**src/rtl/spi_req_arbiter.sv**
```systemverilog
// Round-robin scheduler sharing one SPI master controller among NREQ requesters.
// A grant drives the controller until transfer complete or timeout, then returns a response.
module spi_req_arbiter #(
    parameter int NREQ = 4,
    parameter int DATA = 8,
    parameter int ADDR = 3,
    parameter int TMO  = 255
) (
    input  logic                 CLK,
    input  logic                 PRESETn,
    input  logic                 arb_en,
    input  logic [NREQ-1:0]      req_valid,
    input  logic [NREQ*ADDR-1:0] req_addr,
    input  logic [NREQ*DATA-1:0] req_wdata,
    output logic [NREQ-1:0]      req_ready,
    output logic [NREQ-1:0]      rsp_valid,
    output logic [DATA-1:0]      rsp_rdata,
    output logic                 rsp_err,
    output logic [ADDR-1:0]      reg_addr,
    output logic [DATA-1:0]      reg_wdata,
    output logic                 SPE,
    output logic                 MSTR,
    input  logic                 SPTEF,
    input  logic                 TXC,
    input  logic [DATA-1:0]      m_rdata,
    output logic                 busy,
    output logic [2:0]           grant_id
);

    typedef enum logic [2:0] {
        S_IDLE     = 3'd0,
        S_ISSUE    = 3'd1,
        S_WAIT_TXC = 3'd2,
        S_RESP     = 3'd3
    } state_t;

    localparam int unsigned     NR       = NREQ;
    localparam int unsigned     IW       = (NREQ > 1) ? $clog2(NREQ) : 1;
    localparam logic [7:0]      TMO_CNT  = 8'(TMO);
    localparam logic [2:0]      LAST_RST = 3'(NREQ - 1);
    localparam logic [NREQ-1:0] ONE      = NREQ'(1);

    state_t            r_state, w_state;
    logic [7:0]        r_cnt, w_cnt, w_cnt_inc;
    logic [2:0]        r_last, w_last;
    logic [2:0]        r_grant, w_grant;
    logic [2:0]        w_win;
    logic              w_tmo;
    logic [NREQ-1:0]   r_req_ready, w_req_ready;
    logic [NREQ-1:0]   r_rsp_valid, w_rsp_valid;
    logic [DATA-1:0]   r_rsp_rdata, w_rsp_rdata;
    logic              r_rsp_err, w_rsp_err;
    logic [ADDR-1:0]   r_reg_addr, w_reg_addr;
    logic [DATA-1:0]   r_reg_wdata, w_reg_wdata;
    logic              r_active, w_active;
    logic              r_busy, w_busy;

    // Scan from highest offset down so the nearest requester after r_last wins.
    always_comb begin
        int unsigned idx;
        idx   = 0;
        w_win = r_last;
        for (int unsigned k = NR; k >= 1; k--) begin
            idx = 32'(r_last) + k;
            if (idx >= NR) idx = idx - NR;
            if (req_valid[idx[IW-1:0]]) w_win = 3'(idx);
        end
    end

    always_comb begin
        w_state     = r_state;
        w_cnt       = r_cnt;
        w_last      = r_last;
        w_grant     = r_grant;
        w_req_ready = '0;
        w_rsp_rdata = r_rsp_rdata;
        w_rsp_err   = r_rsp_err;
        w_reg_addr  = r_reg_addr;
        w_reg_wdata = r_reg_wdata;
        w_tmo       = (r_cnt == TMO_CNT);
        // Saturating, so an ISSUE exit on the TMO edge still times out in WAIT_TXC.
        w_cnt_inc   = w_tmo ? r_cnt : r_cnt + 8'd1;

        case (r_state)
            S_IDLE: begin
                if (arb_en && (|req_valid)) begin
                    w_grant     = w_win;
                    w_reg_addr  = req_addr[32'(w_win)*ADDR +: ADDR];
                    w_reg_wdata = req_wdata[32'(w_win)*DATA +: DATA];
                    w_req_ready = ONE << w_win;
                    w_cnt       = '0;
                    w_state     = S_ISSUE;
                end
            end
            S_ISSUE: begin
                w_cnt = w_cnt_inc;
                if (SPTEF) begin
                    w_state = S_WAIT_TXC;
                end else if (w_tmo) begin
                    w_rsp_rdata = '0;
                    w_rsp_err   = 1'b1;
                    w_state     = S_RESP;
                end
            end
            S_WAIT_TXC: begin
                w_cnt = w_cnt_inc;
                if (TXC) begin
                    w_rsp_rdata = m_rdata;
                    w_rsp_err   = 1'b0;
                    w_state     = S_RESP;
                end else if (w_tmo) begin
                    w_rsp_rdata = '0;
                    w_rsp_err   = 1'b1;
                    w_state     = S_RESP;
                end
            end
            S_RESP: begin
                w_last  = r_grant;
                w_state = S_IDLE;
            end
            default: begin
                w_state     = S_IDLE;
                w_cnt       = '0;
                w_last      = LAST_RST;
                w_grant     = '0;
                w_rsp_rdata = '0;
                w_rsp_err   = 1'b0;
                w_reg_addr  = '0;
                w_reg_wdata = '0;
            end
        endcase

        w_active    = (w_state == S_ISSUE) || (w_state == S_WAIT_TXC);
        w_rsp_valid = (w_state == S_RESP) ? (ONE << r_grant) : '0;
        w_busy      = (w_state != S_IDLE);
    end

    always_ff @(posedge CLK or negedge PRESETn) begin
        if (!PRESETn) begin
            r_state     <= S_IDLE;
            r_cnt       <= '0;
            r_last      <= LAST_RST;
            r_grant     <= '0;
            r_req_ready <= '0;
            r_rsp_valid <= '0;
            r_rsp_rdata <= '0;
            r_rsp_err   <= 1'b0;
            r_reg_addr  <= '0;
            r_reg_wdata <= '0;
            r_active    <= 1'b0;
            r_busy      <= 1'b0;
        end else begin
            r_state     <= w_state;
            r_cnt       <= w_cnt;
            r_last      <= w_last;
            r_grant     <= w_grant;
            r_req_ready <= w_req_ready;
            r_rsp_valid <= w_rsp_valid;
            r_rsp_rdata <= w_rsp_rdata;
            r_rsp_err   <= w_rsp_err;
            r_reg_addr  <= w_reg_addr;
            r_reg_wdata <= w_reg_wdata;
            r_active    <= w_active;
            r_busy      <= w_busy;
        end
    end

    assign req_ready = r_req_ready;
    assign rsp_valid = r_rsp_valid;
    assign rsp_rdata = r_rsp_rdata;
    assign rsp_err   = r_rsp_err;
    assign reg_addr  = r_reg_addr;
    assign reg_wdata = r_reg_wdata;
    assign SPE       = r_active;
    assign MSTR      = r_active;
    assign busy      = r_busy;
    assign grant_id  = r_grant;

endmodule

```
**config.mk**
```make
export PLATFORM = sky130hd
export DESIGN_NAME = spi_req_arbiter
export DESIGN_NICKNAME = d
export VERILOG_FILES = /design/src/rtl/spi_req_arbiter.sv
export SDC_FILE = /design/constraint.sdc
export NUM_CORES = 1
export LEC_CHECK = 0
export CORE_MARGIN = 8
export CORE_UTILIZATION = 40
export DETAILED_ROUTE_END_ITERATION = 16
export PLACE_DENSITY = 0.76
export SYNTH_ARGS = -nofsm -noshare
export SYNTH_HDL_FRONTEND = slang
export SYNTH_SLANG_ARGS = --single-unit
```
**constraint.sdc**
```tcl
create_clock -name CLK -period 3.3 [get_ports CLK]
set_input_delay 0.66 -clock CLK [delete_from_list [all_inputs] [get_ports CLK]]
set_output_delay 0.66 -clock CLK [all_outputs]
set_load 0.02 [all_outputs]
```
### Yosys cells after proc, flatten, opt, wreduce, memory -nomap -nowiden

Index checks and enable logic that the tools add are counted.

| operators by class | value |
|---|---|
| equality and inequality tests | 10 |
| reductions and logical operators | 12 |
| magnitude comparators | 8 |
| shift operators | 4 |
| bitwise logic cells | 3 |
| add/sub/neg operators | 9 |
| div/mod/pow operators | 0 |
| muxes and demuxes | 42 |
| $mul | 1 |

Operators with widths:

| operator | number |
|---|---|
| 2-to-1 mux 8 bit | 6 |
| one-hot mux 8 bit (3 select lines) | 2 |
| 2-to-1 mux 3 bit | 14 |
| variable part select 32 x 7 -> 8 bit | 1 |
| one-hot mux 3 bit (2 select lines) | 3 |
| greater-or-equal comparator 4 x 3 -> 1 bit (second input constant) | 4 |
| one-hot mux 8 bit (2 select lines) | 1 |
| equality test 3 x 2 -> 1 bit (second input constant) | 4 |
| less-than comparator 2 x 3 -> 1 bit (second input constant) | 4 |
| 2-to-1 mux 4 bit | 3 |
| variable part select 12 x 6 -> 3 bit | 1 |
| subtractor 3 bit (second input constant) | 4 |
| one-hot mux 3 bit (3 select lines) | 1 |
| adder 3 x 2 -> 4 bit (second input constant) | 2 |
| adder 8 x 1 -> 8 bit (second input constant) | 1 |
| binary-select mux 1 bit (select 2 bit) | 4 |
| equality test 8 bit (second input constant) | 1 |
| left shift 1 x 3 -> 4 bit (first input constant) | 2 |
| 2-to-1 mux 1 bit | 7 |
| equality test 3 x 1 -> 1 bit (second input constant) | 2 |
| inequality test 2 bit (second input constant) | 3 |
| OR reduction 3 bit | 2 |
| multiplier 3 x 2 -> 5 bit (second input constant) | 1 |
| adder 3 x 1 -> 4 bit (second input constant) | 1 |
| other kinds (11) | 15 |

| word-level totals | value |
|---|---|
| word-level logic and storage cells | 101 |
| memories kept | 0 |
| bits in writable memories | 0 |
| memory bits (read-only) | 0 |
| bits in latches | 0 |
| register bits after elaboration | 47 |
| output and inout bits | 34 |
| input bits | 61 |

### Depth between registers and ports, before layout

Gate-level depths: netlist of run 1.

| logic depth | value |
|---|---|
| depth after elaboration | 13 |
| depth in mapped cells | 13 |
| depth with buffers taken out | 8 |

### Worst setup path after synthesis of run 1

No wires, ideal clock.

| timing path | value |
|---|---|
| path type | register to register |
| start point | reg r_last[0] |
| end point | reg r_reg_addr[0], in the netlist reg_addr[0] |
| path buffers | 4 |
| slack | 0.021 ns |
| required time | 3.171 ns |
| library setup time | 0.129 ns |
| cell stages (with the launch flop) | 13 |
| arrival | 3.150 ns |
| clock period less this slack | 3.279 ns |
| cell sequence | dfstp_2 buf_6 buf_2 clkbuf_1 inv_1 ha_1 buf_6 mux2i_2 mux2_2 nor4b_4 nor3_4 and3_1 a2111o_1 |

| on the way | value |
|---|---|
| word-level cells in the longest chain between the ends | 13 |
| elaborated cells on any way between the ends | 32 |
| classes of those cells | add/sub (8); mul (1); order compare (4); shift (1); mux (18) |

RTL lines:

| item | RTL line | source |
|---|---|---|
| start, declared | 45 | `logic [2:0] r_last, w_last;` |
| start signal, assigned | 155 | `r_last <= w_last;` |
| adder 3 x 3 -> 4 bit | 64 | `idx = 32'(r_last) + k;` |
| greater-or-equal comparator 4 x 3 -> 1 bit / subtractor 3 bit (equally long branches) | 65 | `if (idx >= NR) idx = idx - NR;` |
| 2-to-1 mux 3 bit | 65 |  |
| binary-select mux 1 bit (select 2 bit) | 66 | `if (req_valid[idx[IW-1:0]]) w_win = 3'(idx);` |
| 2-to-1 mux 1 bit (implied by the code) | 66 |  |
| 2-to-1 mux 3 bit (3 in series) | 66 |  |
| 2-to-1 mux 3 bit (*) | 66 |  |
| multiplier 3 x 2 -> 5 bit (*) | 88 | `w_reg_addr = req_addr[32'(w_win)*ADDR +: ADDR];` |
| variable part select 12 x 6 -> 3 bit (*) | 88 |  |
| 2-to-1 mux 3 bit (*) | 86 | `if (arb_en && (\|req_valid)) begin` |
| one-hot mux 3 bit (2 select lines) (*) | 84 | `case (r_state)` |
| end signal, assigned | 161 | `r_reg_addr <= w_reg_addr;` |
| end, declared | 53 | `logic [ADDR-1:0] r_reg_addr, w_reg_addr;` |

Every way passes the cells marked *; elsewhere a longest branch is shown, timed or not. The select of a mux whose other input is x is not followed.
A chain may end at the register's enable or synchronous reset.

### Worst setup path in the final report of run 1

| timing path | value |
|---|---|
| start point | reg r_last[1] |
| end point | reg r_reg_wdata[3], in the netlist reg_wdata[3] |

| on the way | value |
|---|---|
| word-level cells in the longest chain between the ends | 12 |
| elaborated cells on any way between the ends | 31 |
| classes of those cells | add/sub (8); order compare (4); shift (1); mux (18) |

RTL lines:

| item | RTL line | source |
|---|---|---|
| adder 3 x 3 -> 4 bit | 64 |  |
| greater-or-equal comparator 4 x 3 -> 1 bit / subtractor 3 bit (equally long branches) | 65 |  |
| 2-to-1 mux 3 bit | 65 |  |
| binary-select mux 1 bit (select 2 bit) | 66 |  |
| 2-to-1 mux 1 bit (implied by the code) | 66 |  |
| 2-to-1 mux 3 bit (3 in series) | 66 |  |
| 2-to-1 mux 3 bit (*) | 66 |  |
| variable part select 32 x 7 -> 8 bit (*) | 89 | `w_reg_wdata = req_wdata[32'(w_win)*DATA +: DATA];` |
| 2-to-1 mux 8 bit (*) | 86 |  |
| one-hot mux 8 bit (2 select lines) (*) | 84 |  |
| end signal, assigned | 162 | `r_reg_wdata <= w_reg_wdata;` |
| end, declared | 54 | `logic [DATA-1:0] r_reg_wdata, w_reg_wdata;` |

Marks and branches as above.

==> out/results.txt, run 1 <==
Setup repair after global routing left no endpoint under its margin. At the later pin of the worst-skew pair, clock insertion delay measures 0.31 ns. The share of layout cells above drive strength 1 is 0.101, and the count of standard-cell rows is 32. The hold slack is 0.515 ns, and the clock skew is 0.00798 ns. Derived from the worst setup path, the maximum achievable clock frequency is 0.336 GHz. After routing, the total negative slack on setup checks comes to 0 ns.

The start-to-end type of the worst setup path was flip-flop to flip-flop. Internal reg-to-reg setup slack: 0.32 ns. Entering global routing, the biggest net connects 48 pins. STA classifies the critical path endpoint as a flip-flop. The initial antenna violation count is 0. The logs give 0 for the count of final max-slew check failures and 0 for the global route total overflow. The critical register-to-register path startpoint is r_last[1]$_DFFE_PN1N_. OpenSTA, run right after detailed placement, puts the worst setup slack at 0.0932 ns.

Ranked by total cell area, the synthesized netlist is headed by sky130_fd_sc_hd__dfrtp_1 35%, sky130_fd_sc_hd__a211oi_1 5.4%, sky130_fd_sc_hd__mux2i_1 4.7%. Once routing completed, OpenROAD measured the worst setup slack at 0.322 ns. In this run the count of I/O pins placed on the die edge is 95.

The remaining antenna violation count was 0; the total number of vias was 3103. The hold-critical path depth works out to 1. The logs give 0.304 for the worst slew slack as a fraction of its limit and 0 for the post-CTS repair timing setup buffer count. The post-route core utilization came out at 0.562. The number of vias per cell was 5.67; the final weighted congestion in routability-driven placement was 0.889. Total DRC errors in the routed layout: 0. Power spread over the standard cell area amounts to 333 nW/µm².

The count of instances resized after the clock tree is built was 0. STA classifies the critical path startpoint as a flip-flop. The number of global-route vias before repair is 3219. The data required time at the worst endpoint was 3.55 ns; the clock period minus final worst setup slack was 2.98 ns. The origin of the worst min-delay path was grant_id[0]$_DFFE_PN0P_. The number of antenna diodes in the final layout is 0. Counting cells, the worst reg-to-reg path comes to 9. In this run, synthesis inferred 0 flip-flops with an integrated enable. The wire length per cell is 18.0 µm, and the transition at the pin with the smallest max-transition slack is 1.04 ns. The clock-pin transition on the worst setup and hold timing paths came out at 0.10 ns. The portion of synthesized cell area occupied by the leading cell type is 0.350, and the worst vdd rail ir drop is 0.169 mV. The cell sitting at the root of the clock tree is a sky130_fd_sc_hd__clkbuf_8. The capture instance of the worst register-to-register path is reg_wdata[3]$_DFFE_PN0P_.

The run gives 0 as the max capacitance violation total. The tools report the total wire length after detailed routing as 9860 µm. The number of buffers added to fix hold violations after cts is 0. The run gives 4 as the detailed-routing iteration count for the pre-antenna-repair pass. The worst min-delay path category is flip-flop to flip-flop. The synthesized area per cell came out at 9.02 µm².

The run gives 0.172 as the total routing usage reported by global routing. Count of state elements after synthesis: 47. From synthesis to final layout, the design area changed by 35.6%.

The detailed router finished its first iteration with 110 violations. The run gives 1.91 nW as the total leakage power. The overall die width was 106 µm.

Summing every instance area after synthesis gives 3220 µm². Share of synthesized flip-flops with an asynchronous set or reset: 1.00. The number of unique standard cell types used by synthesis was 55. The number of nets in the synthesized netlist is 421.

The clock passes through at most 2 buffers. The largest total area in the synthesized netlist belongs to sky130_fd_sc_hd__dfrtp_1. The final clock period utilization by the worst path is 0.902, and the instance count of the mapped netlist is 357.

The run gives 4250 µm² as the placement-stage cell area. TritonCTS built the clock tree. In the synthesized netlist the dominant register cell turns out to be sky130_fd_sc_hd__dfrtp_1. The share of the yosys chip area belonging to registers is 0.366, and the number of sinks on the clock net is 47. The final layout contains 508 nets.

The design area was 4370 µm². The run gives 2 as the H-tree depth. The flow ran to the end, and the final reports show no timing, DRC or antenna violations. The maximum fanout count along the critical path is 16. The total of endpoints with negative setup slack in the final report is 0, and the HPWL after detailed placement is 7500 µm. The Yosys step of the flow raised 0 warnings. The first-pass GRT wire length is 15800 µm.

The die extent in y is 106 µm. The logs give 5 for the total CTS buffers and 3.23 ns for the arrival time of data at the critical path endpoint. The tools report the hold violation total from the final report as 0.

The die covers 11200 µm². The starting utilization of the core area is 0.415, and the number of inserted filler cells in the final layout is 706. For hold timing, the worst endpoint is rsp_valid[0]$_DFF_PN0_.

The core region is 7770 µm². Input and output buffers added on the ports amount to 94.
where the power goes:
group	leakage, nW	total [mW]	internal [mW]	switching (mW)
clock	0.0548	0.435	0.228	0.207
sequential	0.636	0.628	0.602	0.0254
combinational	1.22	0.391	0.190	0.200
total	1.91	1.45	1.02	0.433
synth_stat cells, drive strengths merged (11+ instances only):
| master | number |
|---|---|
| dfrtp | 45 |
| nor2 | 35 |
| nand2 | 28 |
| a211oi | 24 |
| clkbuf | 18 |
| a21oi | 17 |
| and3 | 17 |
| o21ai | 17 |
| mux2i | 16 |
| and2 | 13 |
| buf | 13 |
| inv | 12 |
| o32ai | 11 |
registers in the layout, summed over array words and instances (netlist names):
signal	flops
MSTR	1
r_state	3
rsp_valid	4
rsp_rdata	8
rsp_err	1
grant_id	3
reg_wdata	8
r_last	3
req_ready	4
busy	1
reg_addr	3
r_cnt	8
layout by cell type (no fill, tap or decap), types with 11 or more instances in the layout:
master                            count
sky130_fd_sc_hd__a211oi_1            23
sky130_fd_sc_hd__a21oi_1             17
sky130_fd_sc_hd__and2_1              13
sky130_fd_sc_hd__and3_1              17
sky130_fd_sc_hd__buf_4               17
sky130_fd_sc_hd__clkdlybuf4s50_1     93
sky130_fd_sc_hd__dfrtp_1             45
sky130_fd_sc_hd__inv_1               12
sky130_fd_sc_hd__mux2i_1             15
sky130_fd_sc_hd__nand2_1             28
sky130_fd_sc_hd__nor2_1              35
sky130_fd_sc_hd__o21ai_0             17
sky130_fd_sc_hd__o32ai_1             11
worst max-delay path: stages (launching register included):
cell and delay, ns:
sky130_fd_sc_hd__dfstp_2 0.64, sky130_fd_sc_hd__inv_1 0.09, sky130_fd_sc_hd__ha_1 0.46, sky130_fd_sc_hd__mux2i_2 0.33
sky130_fd_sc_hd__mux2_2 0.29, sky130_fd_sc_hd__buf_4 0.24, sky130_fd_sc_hd__a211oi_1 0.10, sky130_fd_sc_hd__o32ai_1 0.43
sky130_fd_sc_hd__a32o_1 0.24, sky130_fd_sc_hd__a221o_1 0.12
stage by stage:
step / power, mW / std cells
floorplan: 0.835 / 357
global placement: 1.02 / 539
detailed placement: 1.03 / 539
CTS: 1.47 / 547
global route: 1.51 / 547
finish: 1.45 / 547
logic make-up (layout without fill, tap and decap cells):
kind of cell             count (synthesis)  count (layout)  synth area share
other                                    1               1           0.00116
AND/OR/NAND/NOR                        132             132             0.224
multiplexers                            20              20            0.0683
adder cells (fa/ha/maj)                  3               3            0.0117
buffers and inverters                   43             131            0.0637
XOR/XNOR                                 5               5            0.0136
AO/OA/AOI/OAI                          106             106             0.252
flip-flops                              47              47             0.366
how the worst max path moves through the flow:
stage	startpoint	end	slack (ns)	cells past startpoint
2_1_floorplan	r_last[0]$_DFFE_PN1N_	reg_addr[0]$_DFFE_PN0P_	0.02	12
3_3_place_gp	req_valid[1]	reg_wdata[5]$_DFFE_PN0P_	0.16	7
3_5_place_dp	req_valid[1]	reg_wdata[4]$_DFFE_PN0P_	0.09	7
4_1_cts	r_last[1]$_DFFE_PN1N_	reg_wdata[4]$_DFFE_PN0P_	0.33	9
5_1_grt	r_last[1]$_DFFE_PN1N_	reg_wdata[2]$_DFFE_PN0P_	0.11	10
6_report	r_last[1]$_DFFE_PN1N_	reg_wdata[3]$_DFFE_PN0P_	0.32	9
routing by layer:
layer | vias up | part of all wire | GRT usage
li1 | 1506 | - | -
met1 | 1493 | 0.43 | 0.199
met2 | 91 | 0.48 | 0.294
met3 | 13 | 0.073 | 0.0585
met4 | 0 | 0.015 | 0.0472
met5 | - | 0 | 0
area by class of cell:
type / instances / area (µm²) / share of cell area
Clock buffer: 5 / 68.8 / 0.0158
Clock inverter: 3 / 46.3 / 0.0106
Inverter: 12 / 45.0 / 0.0103
Multi-Input combinational cell: 267 / 1840 / 0.421
Sequential cell: 47 / 1180 / 0.270
Tap cell: 102 / 128 / 0.0292
Timing Repair Buffer: 111 / 1060 / 0.243
Note: power is estimated with default switching activity, not from simulation.
==> inputs of run 2 (changes only) <==
--- a/config.mk
+++ b/config.mk
@@ -8,7 +8,9 @@
 export CORE_MARGIN = 8
 export CORE_UTILIZATION = 40
 export DETAILED_ROUTE_END_ITERATION = 16
-export PLACE_DENSITY = 0.76
+export DONT_BUFFER_PORTS = 1
+export PLACE_DENSITY = 0.6
+export SLEW_MARGIN = 20
 export SYNTH_ARGS = -nofsm -noshare
 export SYNTH_HDL_FRONTEND = slang
 export SYNTH_SLANG_ARGS = --single-unit
==> run 2 against run 1 <==
Net effect:
- cell count is 18% lower
- die area stayed put
- combinational power is 47% lower
- critical path depth is 1 higher
- sequential share of layout area is 8.1 points higher
- power is 17% lower
==> out/results.txt, run 2 (synthesis gave the netlist of run 1 again) <==
The number of vias per cell works out to 6.09 (+7.4%). The count of standard-cell rows is 32 (unchanged), and the overall die width is 106 µm (unchanged). The total of endpoints with negative setup slack in the final report was 0 (unchanged). Layout net count: 409 (-19%). The share of layout cells above drive strength 1 is 0.107 (+0.00581), and the clock period minus final worst setup slack is 3.06 ns (+0.0821 ns). The first-pass GRT wire length was 14600 µm (-7.9%); the total routing usage reported by global routing was 0.159 (-0.0127). The maximum fanout count along the critical path came out at 12 (-4). Category of the worst setup path launch point: a flip-flop.

TritonCTS built the clock tree. The total number of vias is 2729 (-12%). The total CTS buffers was 5 (unchanged); the starting utilization of the core area was 0.415 (unchanged). The quantity of I/O buffers inserted on ports works out to 0 (-100%). Count of instances resized after the clock tree is built: 0 (unchanged).

Clock tree root buffer cell: sky130_fd_sc_hd__clkbuf_8. The number of sinks on the clock net is 47 (unchanged). The arrival time of data at the critical path endpoint is 3.25 ns (+0.02 ns).

In this run the worst setup path begins at r_last[1]$_DFFE_PN1N_. The top achievable clock speed was 0.327 GHz (-2.7%); the antenna diode count was 0 (unchanged). The clock-pin transition on the worst setup and hold timing paths works out to 0.09 ns (about the same). The area inside the core boundary was 7770 µm² (unchanged); the max capacitance violation total was 0 (unchanged). Power density relative to cell area: 361 nW/µm² (+8.3%). The overall die area is 11200 µm² (unchanged). The setup TNS after final layout was 0 ns (unchanged); the total DRC errors in the routed layout was 0 (unchanged).

The data required time at the worst endpoint is 3.49 ns (-0.06 ns), and the maximum number of pins on one net before global-route repair is 48 (unchanged). The tools report the endpoint kind of the worst setup timing path as a flip-flop. The detailed-routing iteration count for the pre-antenna-repair pass is 4 (unchanged), and the remaining antenna violation count is 0 (unchanged). Largest incremental delay on the critical path: 0.63 ns (about the same). The clock skew was 0.00796 ns (-0.0000212 ns). The cell at the slowest stage of the critical path was sky130_fd_sc_hd__dfstp_2. For the hold violation total from the final report, the log shows 0 (unchanged). The count of final max-slew check failures was 0 (unchanged); the post-route core utilization was 0.433 (-0.129). The total wire length after detailed routing is 9150 µm (-7.3%).

The start-to-end type of the worst setup path was flip-flop to flip-flop. The run gives 0.361 (+0.0575) as the worst slew slack as a fraction of its limit. The startpoint identified for the worst register-to-register timing path is r_last[1]$_DFFE_PN1N_. The cell that appears most often on the critical path is sky130_fd_sc_hd__buf_4. Setup repair after global routing left no endpoint under its margin. The final clock period utilization by the worst path came out at 0.927 (+0.0249). The logs give 6750 µm (-10%) for the HPWL after detailed placement and 0.157 mV (-6.6%) for the worst vdd rail ir drop. The buffer levels on the longest clock path was 2 (unchanged); the number of DRC markers in iteration 0 was 214 (+95%). The area growth from synthesis to layout is 4.39%. The H-tree depth was 2 (unchanged); the global route total overflow was 0 (unchanged). The run finished with clean final reports. Latest clock arrival within the worst-skew pair: 0.30 ns (about the same). Leaving out fill and tap cells, the most frequent cell in the layout is sky130_fd_sc_hd__dfrtp_1.

The I/O pin count was 95 (unchanged). The signal on the critical path passes through inv_1, ha_1, mux2i_2, mux2_2, nor4b_4, buf_4, nor3b_4, buf_4, a32o_1, a221o_1. The wire length per cell was 20.4 µm (+13%); the initial antenna violation count was 0 (unchanged). The die extent in y was 106 µm (unchanged). The number of global-route vias before repair is 2687 (-17%). The total leakage power was 1.51 nW (-21%).

Worst min-delay path category: input pin to async pin. The top cell types in the final layout, fill and taps aside, are 45 x sky130_fd_sc_hd__dfrtp_1, 35 x sky130_fd_sc_hd__nor2_1, 28 x sky130_fd_sc_hd__nand2_1. For the final weighted congestion in routability-driven placement, the log shows 0.840 (-5.5%).

The transition at the pin with the smallest max-transition slack came out at 0.955 ns (-0.0898 ns).
## run 2: final timing paths
kind | endpoint | slack, ns | cells after the start
worst max-delay path | reg_wdata[3]$_DFFE_PN0P_ | 0.24 | 10
worst min-delay path | rsp_valid[0]$_DFF_PN0_ | 0.04 | 0
worst max register to register | reg_wdata[3]$_DFFE_PN0P_ | 0.24 | 10
worst min register to register | r_cnt[6]$_DFFE_PN0P_ | 0.52 | 2
max in group asynchronous | r_last[0]$_DFFE_PN1N_ | 3.08 | 0
min in group CLK | reg_wdata[5]$_DFFE_PN0P_ | 0.48 | 1
## run 2: power by group
part	leakage, nW	internal, mW	switching, mW	total [mW]
Clock	0.0385	0.150	0.193	0.343
Combinational	0.839	0.0858	0.121	0.206
Sequential	0.636	0.602	0.0609	0.663
Total	1.51	0.838	0.374	1.21
## run 2: metal layers
layer,wire length (µm),up-vias,part of all wire,GRT usage
li1,-,1311,-,-
met1,3830,1321,0.42,0.198
met2,4220,86,0.46,0.239
met3,978,11,0.11,0.0780
met4,116,0,0.013,0.0412
met5,0,-,0,0
## run 2: cell type report
cell class,count,area [µm²]
clock buffers,7,76.3
flip-flops and latches,47,1180
inverters,12,45.0
multi-input cells,267,1840
well taps,102,128
repair buffers,12,90.1
clock inverters,1,7.51
fillers,793,4400
## run 2: what timing repair did
item / in CTS / in global routing
buffers inserted: 0 / 2
endpoints found under the setup margin: 0 / 9
hold buffers: 0 / 0
## run 2: critical path, delay by kind of cell (launching register included)
| family | cells | cell delay (ns) |
|---|---|---|
| flip-flops | 1 | 0.63 |
| adder cells (fa/ha/maj) | 1 | 0.45 |
| buffers and inverters | 3 | 0.44 |
| AND/OR/NAND/NOR | 2 | 0.29 |
| AO/OA/AOI/OAI | 2 | 0.48 |
| multiplexers | 2 | 0.65 |
## run 2: per-stage QoR
stage          power [mW]  hold WS, ns  std cells  worst slack (ns)  cell area [µm²]
6_report             1.21       0.0418        448             0.240             3360
5_1_grt              1.27       0.0232        448            0.0512             3360
3_5_place_dp        0.880        0.366        438             0.147             3260
3_3_place_gp        0.878        0.366        438             0.232             3260
2_1_floorplan       0.835        0.364        357            0.0211             3220
4_1_cts              1.23       0.0333        446             0.118             3350
==> inputs of run 3 (changes only) <==
--- a/config.mk
+++ b/config.mk
@@ -6,10 +6,10 @@
 export NUM_CORES = 1
 export LEC_CHECK = 0
 export CORE_MARGIN = 8
-export CORE_UTILIZATION = 40
+export CORE_UTILIZATION = 58
 export DETAILED_ROUTE_END_ITERATION = 16
 export DONT_BUFFER_PORTS = 1
-export PLACE_DENSITY = 0.6
+export PLACE_DENSITY = 0.76
 export SLEW_MARGIN = 20
 export SYNTH_ARGS = -nofsm -noshare
 export SYNTH_HDL_FRONTEND = slang
==> run 3 against run 2 <==
Net effect:
- clock skew up 0.0017 ns
- maximum frequency up 0.33%
- first-iteration DRC count down 0.93%
- worst setup slack better by 0.010 ns
- critical path type unchanged
- cell count down 7.4%
- largest cell class unchanged
- critical path depth down 1
- highest routed layer unchanged
- worst hold slack about the same
- routed wire length down 8.4%
- clock power up 25%
==> out/results.txt, run 3 (synthesis gave the netlist of run 1 again) <==
The clock-pin transition on the worst setup and hold timing paths is 0.09 ns (about the same). The cell type group with the largest total delay on the critical path is flip-flops. The hold violation total from the final report is 0 (unchanged).

Max capacitance violation total: 0 (unchanged). The detailed-routed wire length on met2 was 4010 µm (-4.9%). The final weighted congestion in routability-driven placement was 0.855 (+1.7%).

The tools report the data required time at the worst endpoint as 3.49 ns (about the same). The die extent in y was 90.5 µm (-14%). The post-CTS repair timing setup buffer count was 0 (unchanged); the first-pass GRT wire length was 14000 µm (-3.8%). TritonCTS built the clock tree. The tools report the total number of vias as 2718 (-0.40%). The global route total overflow is 0 (unchanged). The cell at the slowest stage of the critical path is sky130_fd_sc_hd__dfstp_2. The worst min-delay path category was input pin to async pin.

The count of standard-cell rows was 27 (-16%); the power density relative to cell area was 387 nW/µm² (+7.4%). The run finished with clean final reports. The number of global-route vias before repair is 2705 (+0.67%). The depth of the critical timing path with buffers and inverters included is 9 (-1). The wire length per cell is 20.2 µm (-1.1%).

For the number of DRC markers in iteration 0, the log shows 212 (-0.93%). The total wire length after detailed routing is 8380 µm (-8.4%), and the overall die area is 8200 µm² (-27%). The total of endpoints with negative setup slack in the final report was 0 (unchanged). The latest clock arrival within the worst-skew pair is 0.30 ns (about the same). The tools report the category of the worst setup path launch point as a flip-flop. The overall power was 1.29 mW (+6.5%); the critical path buffer and inverter count was 2 (-1). The setup TNS after final layout was 0 ns (unchanged). The capture instance of the worst register-to-register path is reg_wdata[3]$_DFFE_PN0P_. The tools report the detailed route wirelength on metal3 as 873 µm (-11%). The overall die width was 90.5 µm (-14%); the post-route core utilization was 0.613 (+0.180).

The quantity of I/O buffers inserted on ports is 0 (unchanged). The tools report the buffer levels on the longest clock path as 2 (unchanged). The maximum fanout count along the critical path is 9 (-3), and the remaining antenna violation count is 0 (unchanged).

The HPWL after detailed placement came out at 6250 µm (-7.3%). The top achievable clock speed is 0.328 GHz (+0.33%), and the I/O pin count is 95 (unchanged). The share of layout cells above drive strength 1 works out to 0.105 (-0.00198).

The launching element of the worst setup path is r_last[1]$_DFFE_PN1N_. The starting utilization of the core area came out at 0.592 (+0.178). The total CTS buffers was 5 (unchanged).

The final clock period utilization by the worst path is 0.924 (-0.00304). Setup repair after global routing left no endpoint under its margin. Commonest non-fill, non-tap cell in the layout: sky130_fd_sc_hd__dfrtp_1. In the layout the commonest cells are 45 x sky130_fd_sc_hd__dfrtp_1, 35 x sky130_fd_sc_hd__nor2_1, 28 x sky130_fd_sc_hd__nand2_1.

The run gives 406 (-0.73%) as the layout net count. From synthesis to final layout, the design area changed by 3.50%. The tools report the internal reg-to-reg setup slack as 0.25 ns (about the same).

The worst reg-to-reg path cell count was 9 (-1); the number of buffers added to fix hold violations after cts was 0 (unchanged). Routed signal wires occupy layers up through met4. In this run the worst setup path terminates at reg_wdata[3]$_DFFE_PN0P_.

The tools report the total leakage power as 1.51 nW (about the same). The number of inserted filler cells in the final layout was 471 (-41%). Worst slew slack as a fraction of its limit: 0.395 (+0.0334).

The tools report the critical register-to-register path startpoint as r_last[1]$_DFFE_PN1N_. Walking the worst path, the cells encountered are inv_1, ha_1, mux2i_2, mux2_2, nor4b_4, nor3b_4, buf_4, a32o_1, a221o_1. The total DRC errors in the routed layout was 0 (unchanged). The tools report the endpoint kind of the worst setup timing path as a flip-flop.

The logs give 0 (unchanged) for the count of final max-slew check failures and 0.232 mV (+47%) for the worst vdd rail ir drop. The logs give 0 (unchanged) for the count of instances resized after the clock tree is built and 0.00962 ns (+0.00166 ns) for the clock skew. The run gives 5440 µm² (-30%) as the area inside the core boundary. The arrival time of data at the critical path endpoint is 3.24 ns (about the same).

Clock tree synthesis selected as its root buffer the cell sky130_fd_sc_hd__clkbuf_8. The transition at the pin with the smallest max-transition slack was 0.905 ns (-0.0499 ns); the total routing usage reported by global routing was 0.206 (+0.0473). The clock period minus final worst setup slack is 3.05 ns (-0.0100 ns), and the antenna diode count is 0 (unchanged). The number of vias per cell is 6.55 (+7.5%). The worst setup path is of the flip-flop to flip-flop kind. The tools report the number of sinks on the clock net as 47 (unchanged). The detailed-routing iteration count for the pre-antenna-repair pass came out at 5 (+1).

The maximum number of pins on one net before global-route repair came out at 48 (unchanged). The initial antenna violation count came out at 0 (unchanged). For the H-tree depth, the log shows 2 (unchanged). The met1 layer wirelength in the final routing came out at 3330 µm (-13%).

The largest incremental delay on the critical path is 0.63 ns (about the same).
==> run 3: cell count changes in the layout (fill, tap and decap cells not counted) <==
cell,change
sky130_fd_sc_hd__buf_4,-3
sky130_fd_sc_hd__bufinv_16,+1
sky130_fd_sc_hd__inv_6,+1
sky130_fd_sc_hd__clkbuf_1,-2
==> run 3: through the flow <==
| stage | setup slack (ns) | cell area, µm² | std cells | hold WS [ns] |
|---|---|---|---|---|
| finish | 0.250 | 3330 | 415 | 0.0421 |
| detailed placement | 0.300 | 3220 | 407 | 0.366 |
| floorplan | 0.0211 | 3220 | 357 | 0.364 |
| CTS | 0.272 | 3330 | 415 | 0.0323 |
| global route | 0.0983 | 3330 | 415 | 0.0231 |
| global placement | 0.344 | 3220 | 407 | 0.366 |
==> run 3: cell type report <==
| class | instances | area [µm²] | area share |
|---|---|---|---|
| multi-input combinational | 267 | 1840 | 0.551 |
| clock inverter | 3 | 46.3 | 0.0139 |
| timing repair buffer | 9 | 67.6 | 0.0203 |
| tap | 72 | 90.1 | 0.0270 |
| inverter | 12 | 45.0 | 0.0135 |
| clock buffer | 5 | 68.8 | 0.0206 |
| sequential | 47 | 1180 | 0.353 |
==> run 3: worst min path at each step <==
| stage | startpoint | endpoint | cells past startpoint |
|---|---|---|---|
| 6_report | PRESETn | rsp_valid[0]$_DFF_PN0_ | 0 |
| 5_1_grt | PRESETn | reg_wdata[0]$_DFFE_PN0P_ | 0 |
| 4_1_cts | PRESETn | rsp_err$_DFFE_PN0P_ | 0 |
| 3_5_place_dp | PRESETn | rsp_valid[2]$_DFF_PN0_ | 0 |
| 3_3_place_gp | PRESETn | rsp_valid[1]$_DFF_PN0_ | 0 |
| 2_1_floorplan | PRESETn | MSTR$_DFF_PN0_ | 0 |
==> run 3: power by group <==
part	switching, mW	internal (mW)
Sequential	0.0595	0.602
Combinational	0.117	0.0848
Clock	0.199	0.228
==> run 3: worst reg2reg max path, stage by stage (launching register included) <==
cell and delay (ns):
sky130_fd_sc_hd__dfstp_2 0.63, sky130_fd_sc_hd__inv_1 0.08, sky130_fd_sc_hd__ha_1 0.45, sky130_fd_sc_hd__mux2i_2 0.33
sky130_fd_sc_hd__mux2_2 0.25, sky130_fd_sc_hd__nor4b_4 0.43, sky130_fd_sc_hd__nor3b_4 0.12, sky130_fd_sc_hd__buf_4 0.19
sky130_fd_sc_hd__a32o_1 0.22, sky130_fd_sc_hd__a221o_1 0.26
==> run 3: layer usage <==
layer  vias up  GRT usage
met5         -          0
met4         0     0.0666
met3        13     0.0923
met2        86      0.322
met1      1316      0.246
li1       1303          -
